File: config.mk
export PLATFORM = sky130hd
export DESIGN_NAME = demux_stream
export DESIGN_NICKNAME = d
export VERILOG_FILES = /design/src/rtl/demux_stream_pkg.sv /design/src/rtl/demux_stream_chan_fifo.sv /design/src/rtl/demux_stream.sv
export SDC_FILE = /design/constraint.sdc
export NUM_CORES = 1
export LEC_CHECK = 0
export BUFFER_PORTS_ARGS = -buffer_cell sky130_fd_sc_hd__buf_2
export CELL_PAD_IN_SITES_DETAIL_PLACEMENT = 1
export CELL_PAD_IN_SITES_GLOBAL_PLACEMENT = 1
export CORE_UTILIZATION = 40
export DETAILED_ROUTE_END_ITERATION = 16
export PLACE_DENSITY = 0.69
export SLEW_MARGIN = 20
export SYNTH_ARGS = -nofsm -noshare
export SYNTH_HDL_FRONTEND = slang
export SYNTH_SLANG_ARGS = --single-unit
File: constraint.sdc
create_clock -name clk -period 3.9 [get_ports clk]
set_input_delay 0.975 -clock clk [delete_from_list [all_inputs] [get_ports clk]]
set_output_delay 0.975 -clock clk [all_outputs]
set_load 0.05 [all_outputs]
File: src/rtl/demux_stream_pkg.sv
// Shared definitions for the 1-to-2 stream demultiplexer: channel codes,
// default geometry and the channel-select helper.
package demux_stream_pkg;

  localparam logic CH0 = 1'b0;
  localparam logic CH1 = 1'b1;

  localparam int WIDTH_DEF = 32;
  localparam int DEPTH_DEF = 2;
  localparam int CNT_W_DEF = 16;

  function automatic logic is_ch(input logic sel, input logic ch);
    return (sel == ch);
  endfunction

endpackage

File: src/rtl/demux_stream_chan_fifo.sv
// Per-channel FIFO with a registered head word and registered valid flag.
// A full FIFO refuses a push even when the same cycle pops (no pass-through).
module chan_fifo #(
  parameter int WIDTH = 32,
  parameter int DEPTH = 2
) (
  input  logic             clk_i,
  input  logic             rst_i,
  input  logic             push_i,
  input  logic [WIDTH-1:0] push_data_i,
  input  logic             pop_i,
  output logic             full_o,
  output logic             valid_o,
  output logic [WIDTH-1:0] head_o
);

  localparam int AW = (DEPTH > 1) ? $clog2(DEPTH) : 1;
  localparam int CW = AW + 1;

  logic [WIDTH-1:0] mem_q [DEPTH];
  logic [AW-1:0]    wr_ptr_q, wr_ptr_d;
  logic [AW-1:0]    rd_ptr_q, rd_ptr_d;
  logic [AW-1:0]    rd_ptr_inc_s;
  logic [CW-1:0]    count_q, count_d;
  logic [WIDTH-1:0] head_q, head_d;
  logic             valid_q, valid_d;
  logic             push_ok_s, pop_ok_s;

  assign full_o  = (count_q == CW'(DEPTH));
  assign valid_o = valid_q;
  assign head_o  = head_q;

  always_comb begin
    push_ok_s    = push_i & ~full_o;
    pop_ok_s     = pop_i & valid_q;
    rd_ptr_inc_s = rd_ptr_q + AW'(1);
    wr_ptr_d     = push_ok_s ? (wr_ptr_q + AW'(1)) : wr_ptr_q;
    rd_ptr_d     = pop_ok_s ? rd_ptr_inc_s : rd_ptr_q;

    if (push_ok_s && !pop_ok_s) begin
      count_d = count_q + CW'(1);
    end else if (!push_ok_s && pop_ok_s) begin
      count_d = count_q - CW'(1);
    end else begin
      count_d = count_q;
    end
    valid_d = (count_d != CW'(0));

    // Head follows the next stored word on pop; a word pushed into an
    // otherwise-empty FIFO (or one being drained to empty) becomes the head.
    head_d = head_q;
    if (pop_ok_s) begin
      if (count_q > CW'(1)) begin
        head_d = mem_q[rd_ptr_inc_s];
      end else if (push_ok_s) begin
        head_d = push_data_i;
      end else begin
        head_d = head_q;
      end
    end else if (push_ok_s && (count_q == CW'(0))) begin
      head_d = push_data_i;
    end else begin
      head_d = head_q;
    end
  end

  always_ff @(posedge clk_i) begin
    if (rst_i) begin
      wr_ptr_q <= '0;
      rd_ptr_q <= '0;
      count_q  <= '0;
      head_q   <= '0;
      valid_q  <= 1'b0;
    end else begin
      wr_ptr_q <= wr_ptr_d;
      rd_ptr_q <= rd_ptr_d;
      count_q  <= count_d;
      head_q   <= head_d;
      valid_q  <= valid_d;
    end
  end

  always_ff @(posedge clk_i) begin
    if (push_ok_s && !rst_i) begin
      mem_q[wr_ptr_q] <= push_data_i;
    end
  end

endmodule

File: src/rtl/demux_stream.sv
// 1-to-2 stream demultiplexer: steers each accepted word into the FIFO of
// its selected channel and counts routed words per channel.
module demux_stream
  import demux_stream_pkg::*;
#(
  parameter int WIDTH = WIDTH_DEF,
  parameter int DEPTH = DEPTH_DEF,
  parameter int CNT_W = CNT_W_DEF
) (
  input  logic             clk,
  input  logic             rst,
  input  logic             inValid,
  output logic             inReady,
  input  logic             selCh,
  input  logic [WIDTH-1:0] inData,
  output logic             outValid0,
  input  logic             outReady0,
  output logic [WIDTH-1:0] outCh0,
  output logic             outValid1,
  input  logic             outReady1,
  output logic [WIDTH-1:0] outCh1,
  output logic [CNT_W-1:0] routeCnt0,
  output logic [CNT_W-1:0] routeCnt1
);

  logic             full0_s, full1_s, sel_full_s;
  logic             accept_s, push0_s, push1_s;
  logic [CNT_W-1:0] cnt0_q, cnt0_d, cnt1_q, cnt1_d;

  always_comb begin
    sel_full_s = is_ch(selCh, CH1) ? full1_s : full0_s;
    inReady    = ~rst & ~sel_full_s;
    accept_s   = inValid & inReady;
    push0_s    = accept_s & is_ch(selCh, CH0);
    push1_s    = accept_s & is_ch(selCh, CH1);
    cnt0_d     = push0_s ? (cnt0_q + CNT_W'(1)) : cnt0_q;
    cnt1_d     = push1_s ? (cnt1_q + CNT_W'(1)) : cnt1_q;
  end

  // Routed-word counters wrap naturally at 2^CNT_W.
  always_ff @(posedge clk) begin
    if (rst) begin
      cnt0_q <= '0;
      cnt1_q <= '0;
    end else begin
      cnt0_q <= cnt0_d;
      cnt1_q <= cnt1_d;
    end
  end

  assign routeCnt0 = cnt0_q;
  assign routeCnt1 = cnt1_q;

  chan_fifo #(.WIDTH(WIDTH), .DEPTH(DEPTH)) u_fifo0 (
    .clk_i       (clk),
    .rst_i       (rst),
    .push_i      (push0_s),
    .push_data_i (inData),
    .pop_i       (outReady0),
    .full_o      (full0_s),
    .valid_o     (outValid0),
    .head_o      (outCh0)
  );

  chan_fifo #(.WIDTH(WIDTH), .DEPTH(DEPTH)) u_fifo1 (
    .clk_i       (clk),
    .rst_i       (rst),
    .push_i      (push1_s),
    .push_data_i (inData),
    .pop_i       (outReady1),
    .full_o      (full1_s),
    .valid_o     (outValid1),
    .head_o      (outCh1)
  );

endmodule

==> qor.csv <==
stage;metric;value;unit
clocking;clock slew seen by the registers of the worst setup and hold paths;60;ps
power_and_ir_drop;pwr/cell area;560;mW/mm²
floorplanning;width of the chip;155;µm
critical_path;largest fanout of any net on the critical path;3;
clocking;TritonCTS clock tree;built;
floorplanning;number of cell rows;55;
power_and_ir_drop;Max rail drop VDD;0.000312;V
clocking;Post-CTS Resized;0;
clocking;Clk Latency, worst-skew pair;530;ps
clocking;Bufs on Longest Clock Path;3;
routing;total number of vias;6506;
grt;pin count of the biggest net entering global routing;80;
layout;Filler Cell Count;2414;
floorplanning;initial core utilization;41.0;%
synth;dominant register cell in the synthesized netlist;edfxtp_1;
layout;Non-Filler Cell Area, Final;0.0112;mm²
timing;Clock Skew;15.5;ps
timing;period utilization;71.3;%
synth;average size of a mapped cell;11.8;µm²
grt;initial antenna violation count;1;
clocking;TritonCTS buffer count;26;
synth;part of the Yosys area used for sequential elements;63.9;%
timing;slew margin rel.;38.1;%
synth;share of synthesized registers carrying an async set or reset;0;%
synth;Mapped Area;0.00933;mm²
grt;grt total ovfl;0;
critical_path;crit path max-delay cell type;dfxtp_1;
synth;top post-synthesis cells by area;edfxtp_1, dfxtp_1, mux2i_1, nand2_1, o211ai_1;
clocking;clock tree sinks;234;
floorplanning;die height;155;µm
critical_path;largest incremental delay on the critical path;350;ps
power_and_ir_drop;Sw Share;28.0;%
timing;Least-Margin Pin Slew;928;ps
floorplanning;core outline area;0.0228;mm²
routing;Detailed Route WL;23100;µm
critical_path;crit path capture type;output port;
critical_path;Cell Chain, Critical Path;inv_1, ha_1, nor2b_1, a211oi_1, buf_2;
clocking;CTS Root Cell;clkbuf_16;
routing;detail-routed via count per cell;5.18;
power_and_ir_drop;combinational fraction of design power;15.2;%
synth;gate count of the mapped netlist;794;
placement;Port-buffer cells;136;
routing;number of search-and-repair iterations in the first detailed-routing pass;4;
layout;multi-input gate area in the final layout;0.00316;mm²
power_and_ir_drop;net switching component of the power;0.00176;W
timing;final count of negative-setup-slack endpoints;0;
timing;max-slew violations;0;
flow_run;max-cap check violation count;0;
critical_path;type of origin of the critical path;flop;
layout;area overhead of the layout relative to synthesis;20.2;%
synth;Synth warnings;0;
routing;Post-DRT Antenna Nets;0;
critical_path;required time worst endpoint;2920;ps
placement;gpl congestion;0.716;
power_and_ir_drop;leakage power figure;3.96;nW
clocking;post-CTS setup-driven buffer insertion count;0;
placement;post-placement cell area;0.0104;mm²
grt;vias in the first global route;6679;
synth;post-synthesis cell type count;48;
routing;residual DRC count;0;
synth;syn_nets;840;
power_and_ir_drop;total chip power;0.00628;W
clocking;# hold bufs at CTS;0;
timing;setup repair after global routing missed its margin;false;
synth;synth cell count leaders;nand2_1, edfxtp_1, dfxtp_1;
grt;Overall Global Routing Usage;19.4;%
worst_hold_path;worst hold path class;reg2reg;
routing;post-DR wirelength/cell;18.4;µm
synth;most frequent cell after synthesis;nand2_1;
synth;leading area contributor after synthesis;edfxtp_1;
layout;Reg area;0.00597;mm²
placement;HPWL after DPL;14500;µm
synth;flop and latch count out of synthesis;234;
grt;wire length of the first global-routing pass;36500;µm
timing;f_max;0.360;GHz
outcome;result of the run;completed;
power_and_ir_drop;sequential cell fraction of total power;46.1;%
clocking;number of H-tree branching levels;1;
synth;number of enable flip-flop cells after synthesis;128;
timing;minimum clock period after layout;2780;ps
layout;final-stage net count;967;
timing;total negative slack;0;ps
layout;fraction of layout instances using a drive strength above 1;22.6;%
synth;fraction of post-synthesis cell area in the top cell type by area;41.2;%
floorplanning;area enclosed by the die boundary;0.0239;mm²
critical_path;arrival time at the worst endpoint;1810;ps
critical_path;category of the critical setup timing path;reg2out;
timing;Hold Vio Cnt, Final;0;
routing;Detailed Route Iter0 Violations;268;
floorplanning;I/O pin cnt;137;
power_and_ir_drop;Clk pwr share;38.8;%
power_and_ir_drop;internal power;0.00453;W
-- power groups by stage --
stage / combinational, W / sequential, W / clock [W]
after floorplan: 0.000511 / 0.00309 / 0
after global placement: 0.000952 / 0.00294 / 0
after detailed placement: 0.000968 / 0.00295 / 0
after CTS: 0.000970 / 0.00290 / 0.00250
after global routing: 0.00103 / 0.00291 / 0.00259
final: 0.000952 / 0.00289 / 0.00244
-- final cells by class --
class | instances | share of cell area (%)
Antenna cell | 1 | 0.0223
Clock buffer | 40 | 6.80
Clock inverter | 8 | 0.903
Inverter | 9 | 0.301
Multi-Input combinational cell | 500 | 28.1
Sequential cell | 234 | 53.2
Tap cell | 313 | 3.49
Timing Repair Buffer | 150 | 7.14
-- cell families (layout without fill, tap and decap cells) --
| kind of cell | after synthesis | after routing | synth area share [%] |
|---|---|---|---|
| simple gates | 240 | 240 | 11.7 |
| xor+xnor | 22 | 22 | 2.06 |
| fa+ha+maj | 8 | 8 | 1.07 |
| other cells | 0 | 1 | 0 |
| mux | 74 | 74 | 8.06 |
| buf+inv | 60 | 207 | 2.71 |
| compound gates | 156 | 156 | 10.5 |
| flops | 234 | 234 | 63.9 |
-- worst max-delay path: cells and delay by family, from the launching register on --
kind / cells / cell delay, ps
and+or+nand+nor: 1 / 140
adders and majority gates: 1 / 240
DFF: 1 / 350
AOI/OAI and AO/OA: 1 / 170
buffers and inverters: 2 / 390
-- stage by stage --
stage	instances	setup WS, ps	hold slack (ps)	utilization [%]
floorplan	794	254	436	-
global placement	1206	766	439	45.4
detailed placement	1206	639	442	45.4
CTS	1254	1090	449	49.2
global route	1255	998	460	49.3
finish	1255	1120	448	49.3
-- final timing paths --
path / startpoint / to / slack, ps / depth (start not counted)
worst max-delay path: u_fifo0.count_q[0] / inReady / 1120 / 5
worst min-delay path: u_fifo1.head_o[25] / u_fifo1.head_o[25] / 450 / 2
worst max register to register: u_fifo1.count_q[0] / u_fifo1.head_o[21] / 1340 / 8
worst min register to register: u_fifo1.head_o[25] / u_fifo1.head_o[25] / 450 / 2
-- cell usage in the layout (no fill, tap or decap), types with 2 or more instances in the layout --
| master | netlist | layout |
|---|---|---|
| and3b_1 | 2 | 2 |
| ha_1 | 8 | 8 |
| nand2b_1 | 5 | 5 |
| o22ai_1 | 2 | 2 |
| inv_1 | 9 | 9 |
| or3_1 | 6 | 6 |
| nand2_1 | 144 | 144 |
| edfxtp_1 | 128 | 128 |
| dfxtp_1 | 106 | 104 |
| xnor2_1 | 13 | 13 |
| buf_4 | 0 | 14 |
| o21ba_2 | 2 | 2 |
| mux2_2 | 5 | 5 |
| and2_1 | 3 | 2 |
| nor4_1 | 4 | 4 |
| nor2b_1 | 4 | 4 |
| o211ai_1 | 64 | 64 |
| buf_2 | 9 | 135 |
| and4b_2 | 0 | 2 |
| o21bai_4 | 0 | 2 |
| mux2i_1 | 68 | 68 |
| o21ai_0 | 5 | 5 |
| bufinv_16 | 0 | 2 |
| a21boi_0 | 2 | 2 |
| nor3_1 | 4 | 4 |
| xor2_1 | 9 | 9 |
| clkbuf_1 | 34 | 8 |
| nor2_1 | 35 | 33 |
| a21oi_1 | 76 | 76 |
| nand4_1 | 8 | 8 |
| clkbuf_16 | 0 | 26 |
| nor2_4 | 0 | 2 |
| and4_1 | 2 | 2 |
| clkbuf_8 | 0 | 6 |
| or2_1 | 2 | 2 |
| nand3_1 | 10 | 10 |
| clkinv_2 | 0 | 5 |
-- routing by layer --
layer | part of all wire, % | vias up | GRT usage, %
li1 | - | 3123 | -
met1 | 44 | 3200 | 25.7
met2 | 49 | 149 | 33.3
met3 | 5.1 | 34 | 2.94
met4 | 1.7 | 0 | 5.19
met5 | 0 | - | 0
-- flip-flops by register name, summed over array words and instances, names as in the netlist --
register / cells
u_fifo0.mem_q: 64
u_fifo1.mem_q: 64
u_fifo0.head_o: 32
u_fifo1.head_o: 32
routeCnt0: 16
routeCnt1: 16
u_fifo0.count_q: 2
u_fifo1.count_q: 2
u_fifo0.rd_ptr_q: 1
u_fifo0.valid_o: 1
u_fifo0.wr_ptr_q: 1
u_fifo1.rd_ptr_q: 1
u_fifo1.valid_o: 1
u_fifo1.wr_ptr_q: 1
(Power assumes the default switching activity.)
